<file path="config.mk">
export PLATFORM = sky130hd
export DESIGN_NAME = rf_alu_seq
export DESIGN_NICKNAME = d
export VERILOG_FILES = /design/src/rtl/rf_alu_pkg.sv /design/src/rtl/rf_regfile.sv /design/src/rtl/rf_alu_seq.sv
export SDC_FILE = /design/constraint.sdc
export NUM_CORES = 2
export LEC_CHECK = 0
export BUFFER_PORTS_ARGS = -buffer_cell sky130_fd_sc_hd__buf_2
export CAP_MARGIN = 10
export CORE_MARGIN = 4
export CORE_UTILIZATION = 58
export CTS_CLUSTER_SIZE = 25
export DETAILED_ROUTE_END_ITERATION = 6
export MAX_ROUTING_LAYER = met4
export PLACE_DENSITY = 0.71
export RECOVER_POWER = 100
export SYNTH_ARGS = -nofsm -noshare
export SYNTH_HDL_FRONTEND = slang
export SYNTH_SLANG_ARGS = --single-unit
export TNS_END_PERCENT = 20
</file>
<file path="constraint.sdc">
create_clock -name Clk -period 8.7 [get_ports Clk]
set_clock_uncertainty 0.2 [all_clocks]
set_input_delay 1.74 -clock Clk [delete_from_list [all_inputs] [get_ports Clk]]
set_output_delay 1.74 -clock Clk [all_outputs]
set_load 0.02 [all_outputs]
</file>
<file path="src/rtl/rf_alu_pkg.sv">
// Shared opcodes, controller state encoding and parity helper for the
// sequential register-file/ALU execution core.
package rf_alu_pkg;

    localparam logic [3:0] OP_AND = 4'b0000;
    localparam logic [3:0] OP_OR  = 4'b0001;
    localparam logic [3:0] OP_XOR = 4'b0010;
    localparam logic [3:0] OP_NOR = 4'b0011;
    localparam logic [3:0] OP_ADD = 4'b0100;
    localparam logic [3:0] OP_SUB = 4'b0101;
    localparam logic [3:0] OP_SLT = 4'b0110;
    localparam logic [3:0] OP_SLL = 4'b0111;
    localparam logic [3:0] OP_SRL = 4'b1000;
    localparam logic [3:0] OP_SRA = 4'b1001;

    // Widest datapath supported; narrower values are zero-extended for parity.
    localparam int PAR_W = 64;

    typedef enum logic [1:0] {
        S_IDLE = 2'd0,
        S_EXEC = 2'd1,
        S_WB   = 2'd2
    } state_t;

    function automatic logic even_parity(input logic [PAR_W-1:0] v);
        return ~^v;
    endfunction

endpackage

</file>
<file path="src/rtl/rf_regfile.sv">
// Two-read/one-write register file with synchronous clear.
// Entry 0 always reads as zero and ignores writes.
module rf_regfile #(
    parameter int DATA_W = 32,
    parameter int ADDR_W = 5
) (
    input  logic              clk,
    input  logic              clr,
    input  logic              we,
    input  logic [ADDR_W-1:0] w_addr,
    input  logic [DATA_W-1:0] w_data,
    input  logic [ADDR_W-1:0] r_addr_a,
    input  logic [ADDR_W-1:0] r_addr_b,
    output logic [DATA_W-1:0] r_data_a,
    output logic [DATA_W-1:0] r_data_b
);

    localparam int DEPTH = 2 ** ADDR_W;

    logic [DATA_W-1:0] mem [DEPTH];

    always_ff @(posedge clk) begin
        if (clr) begin
            for (int i = 0; i < DEPTH; i++) begin
                mem[i] <= '0;
            end
        end else if (we && (w_addr != '0)) begin
            mem[w_addr] <= w_data;
        end
    end

    assign r_data_a = (r_addr_a == '0) ? '0 : mem[r_addr_a];
    assign r_data_b = (r_addr_b == '0) ? '0 : mem[r_addr_b];

endmodule

</file>
<file path="src/rtl/rf_alu_seq.sv">
// Register file plus ALU behind a Start/Busy/Done controller.
// Shifts iterate one bit per cycle; result and flags register at write-back.
//
//   state  | meaning
//   S_IDLE | accept Start (snapshot operands) or Load (direct RF write)
//   S_EXEC | compute; shifts stay here for max(n,1) cycles
//   S_WB   | Done pulse; RF, ALU_F and flags update at the closing edge
module rf_alu_seq
    import rf_alu_pkg::*;
#(
    parameter int DATA_W = 32,
    parameter int ADDR_W = 5
) (
    input  logic              Clk,
    input  logic              Clr,
    input  logic              Start,
    input  logic              Load,
    input  logic [3:0]        OP,
    input  logic [ADDR_W-1:0] R_Addr_A,
    input  logic [ADDR_W-1:0] R_Addr_B,
    input  logic [ADDR_W-1:0] W_Addr,
    input  logic [DATA_W-1:0] Input_Data,
    output logic [DATA_W-1:0] R_Data_A,
    output logic [DATA_W-1:0] R_Data_B,
    output logic              Busy,
    output logic              Done,
    output logic [DATA_W-1:0] ALU_F,
    output logic              ZF,
    output logic              CF,
    output logic              OF,
    output logic              SF,
    output logic              PF
);

    localparam int SH_W = $clog2(DATA_W);
    localparam int MSB  = DATA_W - 1;

    state_t            state;
    logic [3:0]        op_q;
    logic [ADDR_W-1:0] wa_q;
    logic [DATA_W-1:0] acc;
    logic [DATA_W-1:0] b_q;
    logic [SH_W-1:0]   cnt;
    logic              cf_t;
    logic              of_t;

    logic              rf_we;
    logic [ADDR_W-1:0] rf_wa;
    logic [DATA_W-1:0] rf_wd;

    logic [DATA_W:0]   sum;
    logic [DATA_W:0]   diff;
    logic [DATA_W-1:0] alu_f;
    logic              alu_cf;
    logic              alu_of;
    logic [DATA_W-1:0] sh_f;
    logic              sh_out;
    logic              is_shift;

    rf_regfile #(
        .DATA_W (DATA_W),
        .ADDR_W (ADDR_W)
    ) u_rf (
        .clk      (Clk),
        .clr      (Clr),
        .we       (rf_we),
        .w_addr   (rf_wa),
        .w_data   (rf_wd),
        .r_addr_a (R_Addr_A),
        .r_addr_b (R_Addr_B),
        .r_data_a (R_Data_A),
        .r_data_b (R_Data_B)
    );

    // Write-back owns the write port; Load only lands when IDLE and Start is low.
    always_comb begin
        rf_we = 1'b0;
        rf_wa = W_Addr;
        rf_wd = Input_Data;
        if (state == S_WB) begin
            rf_we = 1'b1;
            rf_wa = wa_q;
            rf_wd = acc;
        end else if ((state == S_IDLE) && Load && !Start) begin
            rf_we = 1'b1;
        end
    end

    always_comb begin
        sum    = {1'b0, acc} + {1'b0, b_q};
        diff   = {1'b0, acc} - {1'b0, b_q};
        alu_f  = '0;
        alu_cf = 1'b0;
        alu_of = 1'b0;
        case (op_q)
            OP_AND: alu_f = acc & b_q;
            OP_OR:  alu_f = acc | b_q;
            OP_XOR: alu_f = acc ^ b_q;
            OP_NOR: alu_f = ~(acc | b_q);
            OP_ADD: begin
                alu_f  = sum[MSB:0];
                alu_cf = sum[DATA_W];
                alu_of = (acc[MSB] == b_q[MSB]) && (sum[MSB] != acc[MSB]);
            end
            OP_SUB: begin
                alu_f  = diff[MSB:0];
                alu_cf = diff[DATA_W];
                alu_of = (acc[MSB] != b_q[MSB]) && (diff[MSB] != acc[MSB]);
            end
            OP_SLT: begin
                alu_f[0] = $signed(acc) < $signed(b_q);
                alu_cf   = diff[DATA_W];
            end
            default: ;
        endcase
    end

    always_comb begin
        sh_f   = acc;
        sh_out = 1'b0;
        case (op_q)
            OP_SLL: begin
                sh_f   = {acc[MSB-1:0], 1'b0};
                sh_out = acc[MSB];
            end
            OP_SRL: begin
                sh_f   = {1'b0, acc[MSB:1]};
                sh_out = acc[0];
            end
            OP_SRA: begin
                sh_f   = {acc[MSB], acc[MSB:1]};
                sh_out = acc[0];
            end
            default: ;
        endcase
    end

    assign is_shift = (op_q == OP_SLL) || (op_q == OP_SRL) || (op_q == OP_SRA);

    always_ff @(posedge Clk) begin
        if (Clr) begin
            state <= S_IDLE;
            op_q  <= '0;
            wa_q  <= '0;
            acc   <= '0;
            b_q   <= '0;
            cnt   <= '0;
            cf_t  <= 1'b0;
            of_t  <= 1'b0;
            Busy  <= 1'b0;
            Done  <= 1'b0;
            ALU_F <= '0;
            ZF    <= 1'b0;
            CF    <= 1'b0;
            OF    <= 1'b0;
            SF    <= 1'b0;
            PF    <= 1'b0;
        end else begin
            case (state)
                S_IDLE: begin
                    if (Start) begin
                        op_q  <= OP;
                        wa_q  <= W_Addr;
                        acc   <= R_Data_A;
                        b_q   <= R_Data_B;
                        cnt   <= R_Data_B[SH_W-1:0];
                        Busy  <= 1'b1;
                        state <= S_EXEC;
                    end
                end
                S_EXEC: begin
                    if (!is_shift) begin
                        acc   <= alu_f;
                        cf_t  <= alu_cf;
                        of_t  <= alu_of;
                        Done  <= 1'b1;
                        state <= S_WB;
                    end else begin
                        of_t <= 1'b0;
                        if (cnt == '0) begin
                            cf_t  <= 1'b0;
                            Done  <= 1'b1;
                            state <= S_WB;
                        end else begin
                            // Shift counter runs down; terminal count 1 ends EXEC.
                            acc  <= sh_f;
                            cf_t <= sh_out;
                            cnt  <= cnt - SH_W'(1);
                            if (cnt == SH_W'(1)) begin
                                Done  <= 1'b1;
                                state <= S_WB;
                            end
                        end
                    end
                end
                S_WB: begin
                    ALU_F <= acc;
                    ZF    <= (acc == '0);
                    SF    <= acc[MSB];
                    PF    <= even_parity(PAR_W'(acc));
                    CF    <= cf_t;
                    OF    <= of_t;
                    Busy  <= 1'b0;
                    Done  <= 1'b0;
                    state <= S_IDLE;
                end
                default: state <= S_IDLE;
            endcase
        end
    end

endmodule
</file>
# Word level (Yosys, flattened, before mapping)
# Memory sizes are Yosys's and may differ from the RTL's.
# Cells that the tools add are included.
[op_classes]
order_cmp = 1
multipliers = 0
n_eq_ne = 24
bitwise = 4
shift = 0
mux = 42
reduce_logical = 29
div_mod_pow = 0
add_sub_neg = 3
[ops]
columns = ["cell", "count"]
rows = [
  ["$mux W32", 7],
  ["$pmux W31 S6", 1],
  ["$pmux W32 S3", 1],
  ["$pmux W32 S2", 1],
  ["$reduce_xnor A64 Y1", 1],
  ["$add A32 B32 Y33", 1],
  ["$sub A32 B32 Y33", 1],
  ["$and A32 B32 Y32", 1],
  ["$logic_not A32 Y1", 1],
  ["$lt A32 B32 Y1", 1],
  ["$not A32 Y32", 1],
  ["$or A32 B32 Y32", 1],
  ["$reduce_or A32 Y1", 1],
  ["$xor A32 B32 Y32", 1],
  ["$mux W5", 5],
  ["$eq A4 B3 Y1 const B", 4],
  ["$logic_not A5 Y1", 3],
  ["$mux W1", 15],
  ["$pmux W1 S2", 5],
  ["$pmux W5 S2", 1],
  ["$eq A4 B2 Y1 const B", 2],
  ["$eq A4 B4 Y1 const B", 2],
  ["$mux W2", 4],
  ["$ne A4 B4 Y1 const B", 2],
  ["23 further kinds", 40],
]
[word_totals]
n_memories = 1
out_inout_bits = 103
register_bits = 121
rom_bits = 0
in_bits = 55
word_cells = 121
latch_bits = 0
mem_bits_rw = 1024
[memory_table]
columns = ["memory", "words", "width", "read_ports", "rd_clocked_by_memory_dff", "write_ports", "line_no", "source"]
rows = [
  ["u_rf.mem", 32, 32, 2, 0, 32, "rf_regfile.sv:20", "logic [DATA_W-1:0] mem [DEPTH];"],
]

# Logic depth before layout (Yosys ltp)
[depth]
depth_word = 11
mapped_depth = 13
mapped_depth_nobuf = 13

# Cells and area by module
# A second synthesis with hierarchy kept.
[hier_totals]
cells_unflattened = 5391
hier_area_um2 = 66381.2
[by_module_without_submodules]
columns = ["module", "seq_area_each_um2", "cells_per_inst", "area_each_um2", "n_inst"]
rows = [
  ["rf_regfile", 30749.5, 3766, 54838.8, 1],
  ["rf_alu_seq", 2402.3, 1625, 11542.3, 1],
]

# Worst setup path after synthesis
# OpenSTA, ideal clock, no wires.
[synth_timing]
path_kind = "input to output"
startpoint = "input R_Addr_B[0]"
endpoint = "output R_Data_B[13]"
setup_slack_ns = 3.027
t_required_ns = 6.760
arrival_ns = 3.733
path_stages = 7
n_path_buf = 3
cell_sequence = "clkbuf_1 -> buf_2 -> buf_2 -> mux4_2 -> mux4_2 -> mux2i_1 -> nor2_1"
[synth_between]
elab_chain_len = 2
elab_cells_between_ends = 3
classes_between = "mux (1); reduce/logical (1); memory (1)"
[synth_rtl]
columns = ["item", "line_no", "source"]
rows = [
  ["start, declared", "rf_alu_seq.sv:20", "input logic [ADDR_W-1:0] R_Addr_B,"],
  ["$mem_v2 Z32 W32 or $logic_not A5 Y1 (tied branches)", "n/a", ""],
  ["$mux W32 (*)", "rf_regfile.sv:33", "assign r_data_b = (r_addr_b == '0) ? '0 : mem[r_addr_b];"],
  ["end, declared", "rf_alu_seq.sv:24", "output logic [DATA_W-1:0] R_Data_B,"],
]
# Every way passes the cells marked *; elsewhere a longest branch is shown, timed or not.

==> results.json <==
{
  "place_hpwl_um": 138100,
  "root_buffer": "clkbuf_16",
  "synthXorXnorAreaFrac_pct": 0.3885,
  "cts_buffers": 119,
  "hold_buffers": 0,
  "wl_met1_um": 74840,
  "cts_tree": "yes",
  "cp.required_ns": 8.55,
  "status": "finished with violations",
  "path_common_cell": "clkbuf_1",
  "fmax_ghz": 0.1212,
  "async_flop_share_pct": 0,
  "violations": "capacitance limit, slew limit",
  "powerDensity_nw_per_um2": 211.4,
  "maxUsedRoutingLayer": "met4",
  "hold_path_end": "b_q[22]$_SDFFE_PP0P_",
  "ios": 158,
  "tightestPinTransition_ns": 4.179,
  "setup_ws_ns": 0.4498,
  "relSlewSlack_pct": -178.6,
  "worstSetupStartpointType": "input port",
  "wl_per_cell_um": 37.31,
  "grt_max_degree": 121,
  "vias": 46620,
  "r2r_end": "u_rf.mem[1][25]$_SDFFCE_PN0P_",
  "crit_chain": "clkbuf_1, a21oi_1, nor2b_1, nand2_2, clkbuf_1, nand2b_2, clkbuf_2",
  "drtPass1Iterations": 6,
  "wl_met2_um": 103200,
  "numPortBuffers": 157,
  "yosysMostFrequentCell": "nor2_1",
  "max_stage_delay_ns": 2.87,
  "crit_type": "input port to flop",
  "final_hold_viol_count": 0,
  "cp_max_fo": 60,
  "hold_path_startpoint": "b_q[22]$_SDFFE_PP0P_",
  "synth_top_cell_by_area": "edfxtp_1",
  "clk_latency_ns": 0.77,
  "clkSinkCount": 1144,
  "cts_max_level": 3,
  "power.leakage_nw": 23.95,
  "min_path_type": "flop to flop",
  "period_share_pct": 94.83,
  "yosysUniqueCellTypes": 84,
  "die-area_um2": 114200,
  "cap_viol_max_count": 31,
  "hold_path_depth": 2,
  "syn_avg_cell_area_um2": 13.25,
  "cts_buffer_depth": 3,
  "area.growth.synth_to_final_pct": 9.653,
  "drc": 0,
  "netlist_instances": 4763,
  "dp_slack_ns": 1.457,
  "final.setup.tns_ns": 0,
  "die_y_um": 337.9,
  "cts_resized": 0,
  "r2r_setup_slack_ns": 2.77,
  "detail_route.iter0.violations": 8230,
  "drive_above_1_share_pct": 22.74,
  "worstReg2RegStart": "state[0]$_SDFFE_PP0P_",
  "fp.coreArea_um2": 107500,
  "synth_common_cells": "nor2_1, edfxtp_1, mux4_2, clkbuf_1, nand2_1",
  "route.met3.wl_um": 39660,
  "post-cts-setup-buffers": 0,
  "grt_pass1_wl_um": 329000,
  "arrival_ns": 8.10,
  "antenna_left": 0,
  "start_util_pct": 58.72,
  "setup_violations": 0,
  "yosys.area_share.simple_pct": 10.07,
  "synth_adder_area_share_pct": 2.620,
  "seq_area_frac_synth_pct": 52.52,
  "synth_area_leaders": "edfxtp_1, mux4_2, nor2_1",
  "critPathSlowestCell": "clkbuf_1",
  "finalNetCount": 4938,
  "antenna_found_initial": 17,
  "grt_usage_pct": 42.52,
  "grt_pass1_vias": 44830,
  "synth_edf_count": 1024,
  "rows": 120,
  "syn_area_um2": 63130,
  "synth-compound-area-share_pct": 5.350,
  "rsz0062_at_grt": "no",
  "via_per_inst": 7.424,
  "drv_slew": 1004,
  "synth_top_family_by_area": "multiplexers",
  "overflow": 0,
  "synth_flop_cell": "edfxtp_1",
  "peakVddDrop_mv": 0.1749,
  "nFillCells": 7820,
  "fin_crit_ns": 8.250,
  "netlist.area_leader.share_pct": 48.71,
  "synth_mux_area_share_pct": 25.40,
  "ys_seq_elements": 1144,
  "globalplace.congestion": 0.9850,
  "crit_path_end_kind": "flop",
  "routed_wl_um": 234300,
  "cts.clk_slew.worst_paths_ns": 0.06,
  "ys.warnings.count": 0,
  "die_w_um": 337.9,
  "reg2reg_depth": 8
}
## cells in the final DEF, fill, tap and decap left out, drive strengths merged, types with 32 or more instances in the layout
master	synthesis	final
mux2i	134	134
buf	134	137
mux4	640	640
edfxtp	1024	1024
o211ai	32	32
dfxtp	120	120
conb	1	32
clkbuf	318	304
clkinv	2	55
nand2b	42	42
a22oi	32	32
a21oi	175	175
inv	101	104
nor2	1214	1214
o21ai	85	85
ha	129	129
nand2	223	223
## layout make-up
| class | instances | area (um^2) | area share, % |
|---|---|---|---|
| clock inverter | 71 | 730.7 | 1.056 |
| clock buffer | 152 | 3216 | 4.646 |
| sequential | 1144 | 33150 | 47.90 |
| inverter | 103 | 386.6 | 0.5585 |
| tap | 1403 | 1755 | 2.536 |
| antenna | 22 | 55.05 | 0.07953 |
| timing repair buffer | 289 | 1674 | 2.419 |
| multi-input combinational | 3095 | 28250 | 40.81 |
## flip-flops by register name, indices dropped and copies added, names as in the netlist, 2 cells and up
name / cells
ALU_F: 32
acc: 32
b_q: 32
cnt: 5
op_q: 4
state: 2
u_rf.mem: 1024
wa_q: 5
## report_power, final
part / switching (W) / total [W] / internal [W] / leakage [nW]
sequential: 0.000222 / 0.00645 / 0.00623 / 11.5
clock: 0.00226 / 0.00520 / 0.00294 / 1.92
combinational: 0.00194 / 0.00298 / 0.00105 / 10.5
total: 0.00441 / 0.0146 / 0.0102 / 23.9
## per-layer routing
layer / track usage, % / up-vias
met5: - / -
met4: 24.24 / 0
met3: 14.82 / 1011
met2: 60.62 / 4509
met1: 53.41 / 23080
li1: - / 18020
## critical path: cells and delay by family
family,cells,cell delay [ns]
buffers and inverters,3,4.82
AOI/OAI and AO/OA,1,0.73
and+or+nand+nor,3,0.70
## stage by stage
stage	total power [W]	instance area [um^2]	utilization [%]	hold WS, ns	cells
floorplan	0.008367	63240	-	0.2443	4794
global placement	0.009394	65540	60.97	0.2549	6032
detailed placement	0.009429	65540	60.97	0.2657	6032
CTS	0.01453	69490	64.64	0.2741	6255
global route	0.01500	69210	64.38	0.3051	6275
finish	0.01463	69220	64.39	0.2763	6279
## logic make-up (layout without fill, tap and decap cells)
| logic type | count (synthesis) | count (layout) |
|---|---|---|
| compound gates | 511 | 511 |
| xor+xnor | 28 | 28 |
| fa+ha+maj | 131 | 131 |
| buf+inv | 555 | 615 |
| flops | 1144 | 1144 |
| mux | 799 | 799 |
| other cells | 1 | 54 |
| simple gates | 1594 | 1594 |
## worst max path at each step
stage                startpoint  depth (start not counted)                             to  slack, ns
floorplan           R_Addr_B[0]                          7                   R_Data_B[13]       3.03
global route                Clr                          7  u_rf.mem[5][21]$_SDFFCE_PN0P_       0.64
finish                      Clr                          7  u_rf.mem[5][21]$_SDFFCE_PN0P_       0.45
detailed placement  R_Addr_B[0]                          8                   R_Data_B[17]       1.46
global placement    R_Addr_B[0]                          8                   R_Data_B[17]       1.50
CTS                 R_Addr_B[0]                          8                   R_Data_B[17]       1.46
(Power assumes the default switching activity.)
